[src/rtl/reg_file_2r1w_pkg.sv]
// Shared definitions for the 2-read/1-write register file.
package reg_file_2r1w_pkg;

    // Every storage and output flop clears to all-zero; replicate this bit to the needed width.
    localparam logic RegRstBit = 1'b0;

    // Select/address width for a power-of-two count; never narrower than one bit.
    function automatic int unsigned addr_width(int unsigned depth);
        return (depth > 1) ? $clog2(depth) : 1;
    endfunction

endpackage

[src/rtl/reg_file_2r1w_mux.sv]
// N:1 combinational selector over a flattened N*WIDTH input bus.
module mux_param
    import reg_file_2r1w_pkg::*;
#(
    parameter int unsigned WIDTH = 8,
    parameter int unsigned N     = 16,
    localparam int unsigned SelW = addr_width(N)
) (
    input  logic [N*WIDTH-1:0] in_i,
    input  logic [SelW-1:0]    sel_i,
    output logic [WIDTH-1:0]   out_o
);

    // Pick slice sel_i out of the flattened bus.
    always_comb begin
        out_o = '0;
        for (int unsigned k = 0; k < N; k++) begin
            if (sel_i == SelW'(k)) begin
                out_o = in_i[k*WIDTH +: WIDTH];
            end
        end
    end

endmodule

[src/rtl/reg_file_2r1w.sv]
// DEPTH x WIDTH register file: one synchronous write port, two registered read ports
// with write-first forwarding. Register 0 can be hardwired to zero.
module reg_file_2r1w
    import reg_file_2r1w_pkg::*;
#(
    parameter int unsigned WIDTH   = 8,
    parameter int unsigned DEPTH   = 16,
    parameter bit          ZERO_R0 = 1'b1,
    localparam int unsigned ADDR_W = addr_width(DEPTH)
) (
    input  logic              clk_i,
    input  logic              reset_i,
    input  logic              we_i,
    input  logic [ADDR_W-1:0] waddr_i,
    input  logic [WIDTH-1:0]  wdata_i,
    input  logic              re_a_i,
    input  logic [ADDR_W-1:0] raddr_a_i,
    input  logic              re_b_i,
    input  logic [ADDR_W-1:0] raddr_b_i,
    output logic [WIDTH-1:0]  rdata_a_o,
    output logic [WIDTH-1:0]  rdata_b_o,
    output logic              rvalid_a_o,
    output logic              rvalid_b_o
);

    localparam logic [WIDTH-1:0] RstVal = {WIDTH{RegRstBit}};

    logic [DEPTH*WIDTH-1:0] regs_flat;
    logic [WIDTH-1:0]       mux_a, mux_b;
    logic                   wr_eff, fwd_a, fwd_b;
    logic [WIDTH-1:0]       rdata_a_d, rdata_a_q, rdata_b_d, rdata_b_q;
    logic                   rvalid_a_q, rvalid_b_q;

    // Storage; with ZERO_R0 register 0 has no flop and reads as constant zero.
    for (genvar i = 0; i < DEPTH; i++) begin : g_reg
        if (ZERO_R0 && i == 0) begin : g_zero
            assign regs_flat[WIDTH-1:0] = RstVal;
        end else begin : g_flop
            logic [WIDTH-1:0] reg_q;

            // Register update: reset clears, write enable loads wdata.
            always_ff @(posedge clk_i) begin
                if (reset_i) begin
                    reg_q <= RstVal;
                end else if (we_i && waddr_i == ADDR_W'(i)) begin
                    reg_q <= wdata_i;
                end
            end

            assign regs_flat[i*WIDTH +: WIDTH] = reg_q;
        end
    end

    mux_param #(
        .WIDTH (WIDTH),
        .N     (DEPTH)
    ) u_mux_a (
        .in_i  (regs_flat),
        .sel_i (raddr_a_i),
        .out_o (mux_a)
    );

    mux_param #(
        .WIDTH (WIDTH),
        .N     (DEPTH)
    ) u_mux_b (
        .in_i  (regs_flat),
        .sel_i (raddr_b_i),
        .out_o (mux_b)
    );

    // A write to a hardwired-zero r0 never lands, so it must not be forwarded either.
    assign wr_eff = we_i && !(ZERO_R0 && waddr_i == '0);
    assign fwd_a  = wr_eff && (waddr_i == raddr_a_i);
    assign fwd_b  = wr_eff && (waddr_i == raddr_b_i);

    // Next read data: write-first on address match, hold when the port is idle.
    always_comb begin
        rdata_a_d = rdata_a_q;
        rdata_b_d = rdata_b_q;
        if (re_a_i) begin
            rdata_a_d = fwd_a ? wdata_i : mux_a;
        end
        if (re_b_i) begin
            rdata_b_d = fwd_b ? wdata_i : mux_b;
        end
    end

    // Output registers; reset discards any read issued in the same cycle.
    always_ff @(posedge clk_i) begin
        if (reset_i) begin
            rdata_a_q  <= RstVal;
            rdata_b_q  <= RstVal;
            rvalid_a_q <= 1'b0;
            rvalid_b_q <= 1'b0;
        end else begin
            rdata_a_q  <= rdata_a_d;
            rdata_b_q  <= rdata_b_d;
            rvalid_a_q <= re_a_i;
            rvalid_b_q <= re_b_i;
        end
    end

    assign rdata_a_o  = rdata_a_q;
    assign rdata_b_o  = rdata_b_q;
    assign rvalid_a_o = rvalid_a_q;
    assign rvalid_b_o = rvalid_b_q;

endmodule
[config.mk]
export PLATFORM = sky130hd
export DESIGN_NAME = reg_file_2r1w
export DESIGN_NICKNAME = d
export VERILOG_FILES = /design/src/rtl/reg_file_2r1w_pkg.sv /design/src/rtl/reg_file_2r1w_mux.sv /design/src/rtl/reg_file_2r1w.sv
export SDC_FILE = /design/constraint.sdc
export NUM_CORES = 1
export LEC_CHECK = 0
export CAP_MARGIN = 20
export CORE_MARGIN = 2
export CORE_UTILIZATION = 40
export CTS_CLUSTER_SIZE = 16
export DETAILED_ROUTE_END_ITERATION = 8
export MAX_ROUTING_LAYER = met4
export SYNTH_ARGS = -nofsm -noshare
export SYNTH_HDL_FRONTEND = slang
export SYNTH_SLANG_ARGS = --single-unit
[constraint.sdc]
create_clock -name clk_i -period 2.04 [get_ports clk_i]
set_clock_uncertainty 0.2 [all_clocks]
set_input_delay 0.408 -clock clk_i [delete_from_list [all_inputs] [get_ports clk_i]]
set_output_delay 0.408 -clock clk_i [all_outputs]
set_load 0.01 [all_outputs]
==> results of run 1 <==
==> synth_stat cells (all sizes together), types with 11 or more instances <==
| cell | instances |
|---|---|
| nand3 | 13 |
| a31oi | 11 |
| a21oi | 48 |
| nand2b | 17 |
| o22ai | 20 |
| o21ai | 53 |
| mux2i | 121 |
| buf | 53 |
| nor2b | 18 |
| a22oi | 12 |
| nand2 | 37 |
| inv | 17 |
| dfxtp | 138 |
| clkbuf | 35 |
| mux2 | 29 |
| a221oi | 14 |
| nor2 | 175 |
==> stage by stage <==
stage / setup WS [ps] / instances / setup TNS, ps / util [%]
after floorplan: 17.7 / 962 / 0 / -
after global placement: -807 / 1354 / -44940 / 49.4
after detailed placement: -827 / 1354 / -45240 / 49.4
after CTS: -12.8 / 1390 / -26.7 / 53.6
after global routing: -33.7 / 1392 / -57.0 / 54.5
final: -6.92 / 1392 / -6.92 / 54.5
==> kinds of logic after synthesis <==
group / synth area share (%)
AND/OR/NAND/NOR: 19.1
buffers and inverters: 6.05
AO/OA/AOI/OAI: 20.2
flip-flops: 34.1
multiplexers: 19.6
XOR/XNOR: 0.974
==> worst reg2reg max path: stages, from the launching register on <==
cell and delay, ps:
dfxtp_1 330, mux2_2 260, a221oi_1 320, nor3_2 130, buf_4 150, nor4_2 230
buf_4 150, o41ai_2 50
==> cell usage in the layout (no fill, tap or decap), types with 18 or more instances in the layout <==
master           instances
mux2i_1                121
a21oi_1                 48
buf_12                  18
clkbuf_16               18
dfxtp_1                138
buf_4                  143
clkdlybuf4s50_1         29
mux2_2                  29
o22ai_1                 20
nor2_1                 166
o21ai_0                 50
nand2_1                 35
==> sequential cells by signal, summed over array words and instances (netlist names) <==
name	flops
rvalid_b_o	1
rdata_b_o	8
rvalid_a_o	1
rdata_a_o	8
g.g_flop.reg_q	120
==> cell type report <==
cell class                 count  area, um^2  share of cell area (%)
clock buffer                  18         439                    4.02
clock inverter                14         208                    1.90
inverter                      20        75.1                   0.688
multi-input combinational    717        5100                    46.7
sequential                   138        2760                    25.3
tap                          270         338                    3.09
timing repair buffer         215        1990                    18.3
==> layer usage <==
| metal | wire, um | GRT usage [%] |
|---|---|---|
| met4 | 1200 | 11.8 |
| met1 | 14000 | 41.2 |
| met2 | 14800 | 48.0 |
| met3 | 2930 | 6.22 |
| met5 | 0 | - |
==> worst max-delay path by stage <==
stage	startpoint	endpoint	cells past startpoint
after floorplan	waddr_i[1]	rdata_b_o[1]	7
after global placement	raddr_b_i[2]	rdata_b_o[1]	8
after detailed placement	raddr_a_i[2]	rdata_a_o[3]	9
after CTS	raddr_b_i[3]	rdata_b_o[2]	8
after global routing	raddr_a_i[3]	rdata_a_o[7]	9
final	raddr_a_i[1]	rdata_a_o[7]	8
==> power by group through the flow <==
stage / Clock, uW / Combinational [uW] / Sequential (uW)
2_1_floorplan: 0 / 594 / 2850
3_3_place_gp: 0 / 1170 / 2860
3_5_place_dp: 0 / 1170 / 2860
4_1_cts: 3470 / 1230 / 2800
5_1_grt: 3600 / 1360 / 2800
6_report: 3430 / 1290 / 2800
==> timing repair <==
item | 4_1_cts | 5_1_grt
cloned | 3 | 1
resized for setup | 36 | 34
buffers inserted | 1 | 1
setup endpoints to repair | 15 | 22
pin swaps | 8 | 14
endpoints found under the hold margin | 0 | 0
==> results.json, run 1 <==
{
  "status": "finished, violations left",
  "violations": "setup timing",
  "port_buffers": 42,
  "syn-num-nets": 987,
  "grt_pass1_wl_um": 49000,
  "hp-class": "input pin to register",
  "synth_edf_count": 0,
  "power_density_nw_per_um2": 690,
  "drtPass1Iterations": 5,
  "clk_pin_slew_ps": 60,
  "min_period_ps": 2050,
  "p_sw_share_pct": 27.8,
  "wl_per_cell_um": 23.6,
  "syn_inst": 962,
  "slew_viol_final": 0,
  "p_leak_uw": 0.00435,
  "die_w_um": 146,
  "yosysTopAreaCell": "dfxtp_1",
  "holdPathEnd": "rvalid_b_o",
  "p_int_uw": 5440,
  "stdcell_area_um2": 10900,
  "critPathTopFamily": "buffers and inverters",
  "die_area_um2": 21400,
  "tightest_slew_ps": 549,
  "cp_slowest_stage_delay_ps": 350,
  "cts_tree": "done",
  "synth.avg_cell_area_um2": 8.41,
  "via_count": 8275,
  "fp.dieH_um": 146,
  "total_power_uw": 7530,
  "dpl_cell_area_um2": 9900,
  "placementRows": 52,
  "grt_overflow_total": 0,
  "yosysTopAreaCellShare_pct": 34.1,
  "drive_gt1_share_pct": 26.7,
  "initial_utilization_pct": 40.4,
  "drt-initial-drc-count": 932,
  "r2r_setup_slack_ps": 110,
  "holdBufCountCts": 0,
  "cts_root_buf": "clkbuf_16",
  "antenna_found_initial": 0,
  "yosys_warnings": 0,
  "final_nets": 1134,
  "cts_buffer_depth": 2,
  "netlist_area_um2": 8090,
  "r2r_cells": 7,
  "ant_nets": 0,
  "whs_path_depth": 3,
  "final_hold_viol_count": 0,
  "cts_buffers": 17,
  "yosys-top-cells-area": "dfxtp_1 34%, mux2i_1 15%, nor2_1 7.7%, mux2_2 4.0%, o21ai_0 3.2%",
  "async_reset_ff_share_pct": 0,
  "reg2reg_to": "rdata_a_o[0]",
  "cp_max_fo": 6,
  "yosys_register_bits": 138,
  "area_growth_pct": 34.9,
  "setup_viol": 1,
  "cts-htree-levels": 4,
  "whs_ps": 187,
  "ys_seq_area_share_pct": 34.1,
  "fillers": 1849,
  "maxCapViolCount": 0,
  "rsz0062_at_grt": "true",
  "drc": 0,
  "clock-sinks": 138,
  "place.detailed.hpwl_um": 24500,
  "place.gp.congestion": 0.988,
  "arrival_ps": 2160,
  "relSlewSlack_pct": 63.4,
  "hold_start": "reset_i",
  "vdd_drop_max_mv": 0.550,
  "worst_slack_ps": -6.92,
  "crit_path_top_delay_cell": "mux2_2",
  "antenna_cells": 0,
  "pin_count": 43,
  "path_cells": "buf_2 -> buf_4 -> mux2_2 -> o221ai_1 -> nand2_1 -> nor4_4 -> buf_4 -> o31ai_1",
  "via_per_inst": 5.94,
  "worstPathRequired_ps": 2150,
  "period_share_pct": 100,
  "crit_path_start_kind": "input pin",
  "grt_max_degree": 52,
  "critPathMostFrequentCell": "buf_4",
  "drt-total-wl_um": 32900,
  "clkPwrFrac_pct": 45.6,
  "grt_usage_pct": 31.4,
  "power_frac_comb_pct": 17.2,
  "critical_path_class": "input pin to register",
  "grt_pass1_vias": 7789,
  "fmax_ghz": 0.489,
  "ys.flop_type": "dfxtp_1",
  "crit_path_end_kind": "register",
  "crit_buf_inv": 3,
  "worstSkewPairLatency_ps": 430,
  "r2r-start": "g_reg[3].g_flop.reg_q[0]",
  "core-area_um2": 20000,
  "ys_types": 76,
  "pwr-share-seq_pct": 37.2,
  "p_switching_uw": 2090
}
(Power assumes the default switching activity.)
==> inputs of run 2 (changes only) <==
--- a/config.mk
+++ b/config.mk
@@ -11,6 +11,7 @@
 export CTS_CLUSTER_SIZE = 16
 export DETAILED_ROUTE_END_ITERATION = 8
 export MAX_ROUTING_LAYER = met4
+export SLEW_MARGIN = 15
 export SYNTH_ARGS = -nofsm -noshare
 export SYNTH_HDL_FRONTEND = slang
 export SYNTH_SLANG_ARGS = --single-unit
==> results of run 2 <==
Same layout as run 1: the final DEF is identical, and so are final timing and power.
